==> src/rtl/div_pkg.sv <==
// Shared definitions for the sequential divider: FSM state encoding and default width.
// FIX exists only in the DIV_SIGNED_EN build, where it applies the result signs.
package div_pkg;

  localparam int DEF_WIDTH = 32;

  typedef enum logic [1:0] {
    IDLE = 2'd0,
    CALC = 2'd1,
    DONE = 2'd2
`ifdef DIV_SIGNED_EN
    ,
    FIX  = 2'd3
`endif
  } state_t;

endpackage

==> src/rtl/div_step.sv <==
// One restoring-division step: shift the next dividend bit into the partial
// remainder, compare against the divisor, and subtract when it fits.
module div_step #(
  parameter int WIDTH = 32
) (
  input  logic [WIDTH-1:0] r_i,
  input  logic [WIDTH-1:0] divisor_i,
  input  logic             bit_i,
  output logic [WIDTH-1:0] r_o,
  output logic             q_o
);

  logic [WIDTH:0] r_shift;

  // The incoming remainder is always below the divisor, so the shifted value
  // fits in WIDTH+1 bits and the difference always fits back in WIDTH bits.
  assign r_shift = {r_i, bit_i};
  assign q_o     = (r_shift >= {1'b0, divisor_i});
  assign r_o     = q_o ? WIDTH'(r_shift - {1'b0, divisor_i}) : r_shift[WIDTH-1:0];

endmodule

==> src/rtl/seq_divider.sv <==
// Iterative restoring divider: 2W-bit dividend / W-bit divisor -> W-bit quotient and
// remainder, one quotient bit per clock. Define DIV_SIGNED_EN for two's-complement operands.
module seq_divider
  import div_pkg::*;
#(
  parameter int WIDTH = DEF_WIDTH
) (
  input  logic               clk,
  input  logic               rst_n,
  input  logic               in_valid,
  output logic               in_ready,
  input  logic [2*WIDTH-1:0] dividend,
  input  logic [WIDTH-1:0]   divisor,
  output logic               out_valid,
  input  logic               out_ready,
  output logic [WIDTH-1:0]   quotient,
  output logic [WIDTH-1:0]   remainder,
  output logic               div_zero,
  output logic               overflow
);

  localparam int            CW       = (WIDTH > 1) ? $clog2(WIDTH) : 1;
  localparam logic [CW-1:0] CNT_INIT = CW'(WIDTH - 1);

  state_t             state_q, state_d;
  logic [WIDTH-1:0]   dlo_q, dlo_d;
  logic [WIDTH-1:0]   dsr_q, dsr_d;
  logic [WIDTH-1:0]   r_q, r_d;
  logic [WIDTH-1:0]   quot_q, quot_d;
  logic [WIDTH-1:0]   rem_q, rem_d;
  logic [CW-1:0]      cnt_q, cnt_d;
  logic               dz_q, dz_d;
  logic               ov_q, ov_d;

  logic [2*WIDTH-1:0] dvd_mag;
  logic [WIDTH-1:0]   dsr_mag;
  logic [WIDTH-1:0]   step_r;
  logic               step_q;

`ifdef DIV_SIGNED_EN
  localparam logic [WIDTH-1:0] MIN_MAG = {1'b1, {(WIDTH-1){1'b0}}};

  logic qneg_q, qneg_d;
  logic rneg_q, rneg_d;

  // The core always works on magnitudes; signs are re-applied in FIX.
  assign dvd_mag = dividend[2*WIDTH-1] ? -dividend : dividend;
  assign dsr_mag = divisor[WIDTH-1]    ? -divisor  : divisor;
`else
  assign dvd_mag = dividend;
  assign dsr_mag = divisor;
`endif

  div_step #(
    .WIDTH (WIDTH)
  ) u_step (
    .r_i       (r_q),
    .divisor_i (dsr_q),
    .bit_i     (dlo_q[cnt_q]),
    .r_o       (step_r),
    .q_o       (step_q)
  );

  always_comb begin
    state_d = state_q;
    dlo_d   = dlo_q;
    dsr_d   = dsr_q;
    r_d     = r_q;
    quot_d  = quot_q;
    rem_d   = rem_q;
    cnt_d   = cnt_q;
    dz_d    = dz_q;
    ov_d    = ov_q;
`ifdef DIV_SIGNED_EN
    qneg_d  = qneg_q;
    rneg_d  = rneg_q;
`endif
    unique case (state_q)
      IDLE: begin
        if (in_valid) begin
          dz_d   = 1'b0;
          ov_d   = 1'b0;
          dlo_d  = dvd_mag[WIDTH-1:0];
          dsr_d  = dsr_mag;
`ifdef DIV_SIGNED_EN
          qneg_d = dividend[2*WIDTH-1] ^ divisor[WIDTH-1];
          rneg_d = dividend[2*WIDTH-1];
`endif
          if (divisor == '0) begin
            dz_d    = 1'b1;
            quot_d  = '1;
            rem_d   = dividend[WIDTH-1:0];
            state_d = DONE;
          end else if (dvd_mag[2*WIDTH-1:WIDTH] >= dsr_mag) begin
            // Upper half already >= divisor: quotient needs more than WIDTH bits.
            ov_d    = 1'b1;
            quot_d  = '1;
            rem_d   = dividend[WIDTH-1:0];
            state_d = DONE;
          end else begin
            r_d     = dvd_mag[2*WIDTH-1:WIDTH];
            quot_d  = '0;
            cnt_d   = CNT_INIT;
            state_d = CALC;
          end
        end
      end
      CALC: begin
        r_d    = step_r;
        quot_d = {quot_q[WIDTH-2:0], step_q};
        cnt_d  = cnt_q - CW'(1);
        if (cnt_q == '0) begin
          rem_d   = step_r;
`ifdef DIV_SIGNED_EN
          state_d = FIX;
`else
          state_d = DONE;
`endif
        end
      end
`ifdef DIV_SIGNED_EN
      FIX: begin
        rem_d = rneg_q ? -rem_q : rem_q;
        if (qneg_q) begin
          if (quot_q > MIN_MAG) begin
            ov_d   = 1'b1;
            quot_d = '1;
          end else begin
            quot_d = -quot_q;
          end
        end else if (quot_q[WIDTH-1]) begin
          ov_d   = 1'b1;
          quot_d = '1;
        end
        state_d = DONE;
      end
`endif
      DONE: begin
        if (out_ready) state_d = IDLE;
      end
      default: state_d = IDLE;
    endcase
  end

  always_ff @(posedge clk) begin
    if (!rst_n) begin
      state_q <= IDLE;
      quot_q  <= '0;
      rem_q   <= '0;
      dz_q    <= 1'b0;
      ov_q    <= 1'b0;
    end else begin
      state_q <= state_d;
      quot_q  <= quot_d;
      rem_q   <= rem_d;
      dz_q    <= dz_d;
      ov_q    <= ov_d;
    end
  end

  // Working operands need no reset: they are always loaded on accept.
  always_ff @(posedge clk) begin
    dlo_q  <= dlo_d;
    dsr_q  <= dsr_d;
    r_q    <= r_d;
    cnt_q  <= cnt_d;
`ifdef DIV_SIGNED_EN
    qneg_q <= qneg_d;
    rneg_q <= rneg_d;
`endif
  end

  assign in_ready  = (state_q == IDLE);
  assign out_valid = (state_q == DONE);
  assign quotient  = quot_q;
  assign remainder = rem_q;
  assign div_zero  = dz_q;
  assign overflow  = ov_q;

endmodule

==> config.mk <==
export PLATFORM = sky130hd
export DESIGN_NAME = seq_divider
export DESIGN_NICKNAME = d
export VERILOG_FILES = /design/src/rtl/div_pkg.sv /design/src/rtl/div_step.sv /design/src/rtl/seq_divider.sv
export SDC_FILE = /design/constraint.sdc
export NUM_CORES = 1
export LEC_CHECK = 0
export ABC_AREA = 0
export ABC_CLOCK_PERIOD_IN_PS = 4800
export CAP_MARGIN = 30
export CORE_MARGIN = 2
export CORE_UTILIZATION = 25
export CTS_CLUSTER_DIAMETER = 50
export DETAILED_ROUTE_END_ITERATION = 10
export SLEW_MARGIN = 10
export SYNTH_ARGS = -nofsm -noshare
export SYNTH_HDL_FRONTEND = slang
export SYNTH_SLANG_ARGS = --single-unit
==> constraint.sdc <==
create_clock -name clk -period 4.8 [get_ports clk]
set_input_delay 0.72 -clock clk [delete_from_list [all_inputs] [get_ports clk]]
set_output_delay 0.72 -clock clk [all_outputs]
set_load 0.02 [all_outputs]
# Yosys cells after proc, flatten, opt, wreduce, memory -nomap -nowiden
# Index checks and enable logic that the tools add are counted.
# Widths: inputs -> output; s select.
# word_totals
wordCells	60
inputBits	100
reg_bits	169
# classes
n_eq_ne	8
n_addsub	2
n_mux	29
reduce_logical	9
n_lt_le_gt_ge	3
# op_table
cell	n
$mux 32	11
$pmux 32 s2	3
$ge 33x32->1	1
$ge 32x32->1	1
$logic_not 32->1	1
$sub 32x32->32	1
$mux 5	3
$mux 2	5
$pmux 5 s2	1
$ne 2x2->1 const B	4
$reduce_and 4->1	2
$lt 5x6->1 const B	1
$pmux 2 s3	1
$bmux 1 s5	1
$logic_not 5->1	1
$sub 5x1->5 const B	1
$mux 1	4
$reduce_and 2->1	2
$ne 3x1->1 const B	1
$reduce_and 3->1	1
$eq 2x1->1 const B	1
$eq 2x2->1 const B	1
$logic_not 2->1	1
$ne 2x1->1 const B	1
$reduce_bool 2->1	1

# Logic depth before layout (Yosys ltp)
# logic_depth
depth_word	6
depth_mapped	18
mapped_depth_nobuf	16

# Modules after synthesis
# A second synthesis with hierarchy kept.
# unflattened
cells_unflattened	970
hier_area_um2	10065.9
# by_module_without_submodules
module	cells_each	area_each_um2	instances
seq_divider	647	7734.9	1
div_step	323	2331.0	1

# Worst setup path after synthesis
# Ideal clock, no wire load.
# synth_path
path_kind	flip-flop to flip-flop
from	register state_q[1]
to	register cnt_q[0], enable pin
setup_slack_ns	-0.261
required_time_ns	4.356
n_path_buf	1
arrival_time_ns	4.617
synth_period_minus_slack_ns	5.061
path_stages_with_launch	7
path_cell_list	dfxtp_1 nor2_1 nand2_1 inv_1 nor2_1 clkbuf_1 a21oi_1
# synth_via
elab_chain_cells	3
word_cells_on_any_way	7
classes_between	4 x eq/ne; 3 x reduce/logical
# synth_rtl
item	line_no	text
from (decl)	seq_divider.sv:25	state_t state_q, state_d;
from (signal assigned)	seq_divider.sv:153	state_q <= state_d;
$logic_not 2->1 (*)	n/a	
via in_ready	seq_divider.sv:11	output logic in_ready,
$ne 2x2->1 (no source line) / $reduce_bool 2->1 (equally long branches)	n/a	
$reduce_and 4->1 (no source line) (*)	n/a	
to (signal assigned)	seq_divider.sv:166	cnt_q <= cnt_d;
to (decl)	seq_divider.sv:31	logic [CW-1:0] cnt_q, cnt_d;
# Mark *: on every way through the listed nets, which the timed path passes. The rest lies on a longest branch.
# A chain may end at the register's enable or synchronous reset.

# Final worst setup path
# layout_path
from	register cnt_q[0]
to	register r_q[0] (data pin)
# layout_via
elab_chain_cells	5
word_cells_on_any_way	6
classes_between	1 x add/sub; 1 x order compare; 4 x mux
# layout_rtl
item	line_no	text
$bmux 1 s5 (*)	seq_divider.sv:59	.bit_i (dlo_q[cnt_q]),
$mux 1 (not written as such) (*)	seq_divider.sv:59	
$sub 32x32->32 / $ge 33x32->1 (equally long branches)	div_step.sv:19, div_step.sv:18	
$mux 32 (*)	div_step.sv:19	assign r_o = q_o ? WIDTH'(r_shift - {1'b0, divisor_i}) : r_shift[WIDTH-1:0];
$pmux 32 s2 (*)	seq_divider.sv:78	unique case (state_q)
via r_d[0]	seq_divider.sv:28	logic [WIDTH-1:0] r_q, r_d;
to (signal assigned)	seq_divider.sv:165	r_q <= r_d;
to (decl)	seq_divider.sv:28	
# Mark *: on every way through the listed nets, which the timed path passes. The rest lies on a longest branch. The select of a mux whose other input is x is not followed.

==> impl_metrics.toml <==
[critical_path]
critPathArrivalTime_ps = 4700
cp-end-kind = "flip-flop"
crit_type = "reg -> reg"
required_ps = 4930
worstPathMaxFanout = 21
worst_setup_path_start_kind = "flip-flop"

[detailed_routing]
routed_wl_um = 34370
drt-wirelength-per-cell_um = 20.31
first_pass_iters = 6
vias = 8760
drtIter0Drc = 878
drc = 0
drtAntennaViolNets = 0
avgViaCountPerCell = 5.177

[global_route]
use_met3_pct = 4.318
busiest_layer = "met2"
grt_use_met1_pct = 23.07
grt_pass1_wl_um = 51690
antenna_found_initial = 2
grt_max_degree = 55
globalRouteMet2Util_pct = 24.94
grt_usage_pct = 16.61
grt_pass1_vias = 8480
grt_overflow = 0

[status]
status = "finished clean"

[place]
numPortBuffers = 167
gp_congestion = 0.8913
dp_hpwl_um = 26620
pre_cts_ws_ps = 299.3

[clock_network]
tritoncts = "built"
cts_resized = 0
cts_hold_buffers = 0
htreeDepth = 4
insertion_delay_ps = 450
clockRootBuffer = "clkbuf_16"
cts_max_path_buffers = 2
cts.clk_slew.worst_paths_ps = 80
postCtsSetupRepairBufs = 0
cts_sinks = 169
cts_buffers = 17

[die]
initial_utilization_pct = 25.49
die_w_um = 203.0
die_h_um = 203.0
coreArea_um2 = 38830
die_area_um2 = 41190
rows = 72
ioPinCount = 168

[synth]
synth-edff-count = 101
syn-num-nets = 1169
seq_area_frac_synth_pct = 44.41
synthFlopType = "edfxtp_1"
syn_area_per_cell_um2 = 9.866
syn_inst = 1003
yosys_warnings = 0
ys_ff_latch = 169
syn_area_um2 = 9896
async_reset_ff_share_pct = 0
synth.distinct_cells = 70

[sta]
max_clock_freq_mhz = 218.6
final_hold_viol_count = 0
max_slew_margin_pct = 38.99
fin_skew_ps = 17.49
slew_viol_final = 0
timing.final.crit_share_pct = 95.32
finalWorstPathRequiredPeriod_ps = 4575
tightest_slew_ps = 913.2
worst_slack_ps = 224.7
hold_ws_ps = 466.3
rsz0062_at_grt = "false"
setup_violations = 0
final.setup.tns_ps = 0

[cells_and_area]
syn_to_final_growth_pct = 30.45
drive_above_1_share_pct = 8.696
num-nets-final = 1326
postLayoutCoreUtil_pct = 33.25
fillers = 3897

[power]
power_density_nw_per_um2 = 367.5
p_leak_nw = 4.781
vdd_drop_max_uv = 255.1

[run]
maxCapViolCount = 0

[hold_path]
hp-class = "reg -> reg"
cell type report:
cell class	count	area (um2)	area share (%)
tap	518	648.1	5.021
sequential	169	4394	34.04
timing repair buffer	201	1966	15.23
clock inverter	15	197.7	1.531
inverter	87	326.6	2.530
multi-input combinational	684	4949	38.33
antenna	1	2.502	0.01939
clock buffer	17	425.4	3.296
critical path, cell delays in order, from the launching register on:
cell and delay [ps]:
edfxtp_1 390, buf_12 180, mux4_2 510, o22ai_1 170, nor2_1 60, a21oi_1 350, ha_1 250, nor2b_1 60
o2111ai_1 190, buf_4 170, a2111oi_4 80, nor4b_2 450, or2_4 450, buf_4 270, o211ai_2 100, o211ai_1 250
o21ai_0 310
routing by layer:
| layer | up-vias | routed length (um) |
|---|---|---|
| li1 | 4136 | - |
| met4 | 2 | 972 |
| met5 | - | 9 |
| met1 | 4229 | 15740 |
| met3 | 44 | 2544 |
| met2 | 349 | 15100 |
cells by family (layout without fill, tap and decap cells):
group                      after synthesis  after routing  synth area share (%)
and+or+nand+nor                        207            207                 10.43
xor gates and xnor gates                19             19                 1.682
adders and majority gates               66             66                 8.421
buffers and inverters                  150            320                 6.006
DFF                                    169            169                 44.41
other                                    0              1                     0
muxes                                   16             16                 2.150
AOI/OAI and AO/OA                      376            376                 26.91
layout by cell type (no fill, tap or decap), types with 28 or more instances in the layout:
cell	instances
clkdlybuf4s50_1	167
a21oi_1	102
edfxtp_1	101
inv_1	86
dfxtp_1	68
ha_1	65
nor2_1	55
o21ai_0	48
nand2_1	47
o211ai_1	41
a22oi_1	33
o21a_1	29
buf_4	28
state kept, by name (all words and copies together), names as in the netlist:
name       cells
state_q        2
div_zero       1
dlo_q         32
dsr_q         32
quotient      32
cnt_q          5
overflow       1
remainder     32
r_q           32
power breakdown:
part | leakage, nW | switching (W) | internal, W
clock network | 0.302 | 0.000689 | 0.000754
logic | 2.97 | 0.000911 | 0.000592
registers | 1.51 | 0.0000857 | 0.00171
total | 4.78 | 0.00169 | 0.00306
path summary, 6_finish.rpt:
kind	from	endpoint	slack [ps]	depth (start not counted)
worst max-delay path	cnt_q[0]	r_q[0]	220	16
worst min-delay path	overflow	overflow	470	2
worst max register to register	cnt_q[0]	r_q[0]	220	16
worst min register to register	overflow	overflow	470	2
cell usage after synthesis (all sizes together), types with 6 or more instances:
library cell	n	area share [%]
a21oi	104	5.3
edfxtp	101	31
inv	87	3.3
dfxtp	68	14
ha	65	8.2
nor2	56	2.1
o211ai	51	4.4
o21ai	50	2.6
nand2	47	1.8
clkbuf	46	1.8
a22oi	33	2.5
o21a	29	2.2
a32o	23	2.3
nand4	20	1.3
a21o	18	1.4
a211oi	17	1.4
buf	17	0.95
nor3	17	0.86
nand3	13	0.66
nand2b	12	0.76
nor4	12	0.76
mux2i	10	1.0
nor2b	10	0.63
xnor2	10	0.89
xor2	9	0.80
o221ai	6	0.53
o311ai	6	0.53
through the flow:
| step | total power [W] | area, um2 | std cells |
|---|---|---|---|
| 6_report | 0.004743 | 12910 | 1692 |
| 5_1_grt | 0.004971 | 12910 | 1692 |
| 4_1_cts | 0.004761 | 12910 | 1691 |
| 3_5_place_dp | 0.003311 | 12280 | 1659 |
| 3_3_place_gp | 0.003287 | 12260 | 1656 |
| 2_1_floorplan | 0.002752 | 9899 | 1003 |
No activity file was read; power rests on OpenSTA's default activity.
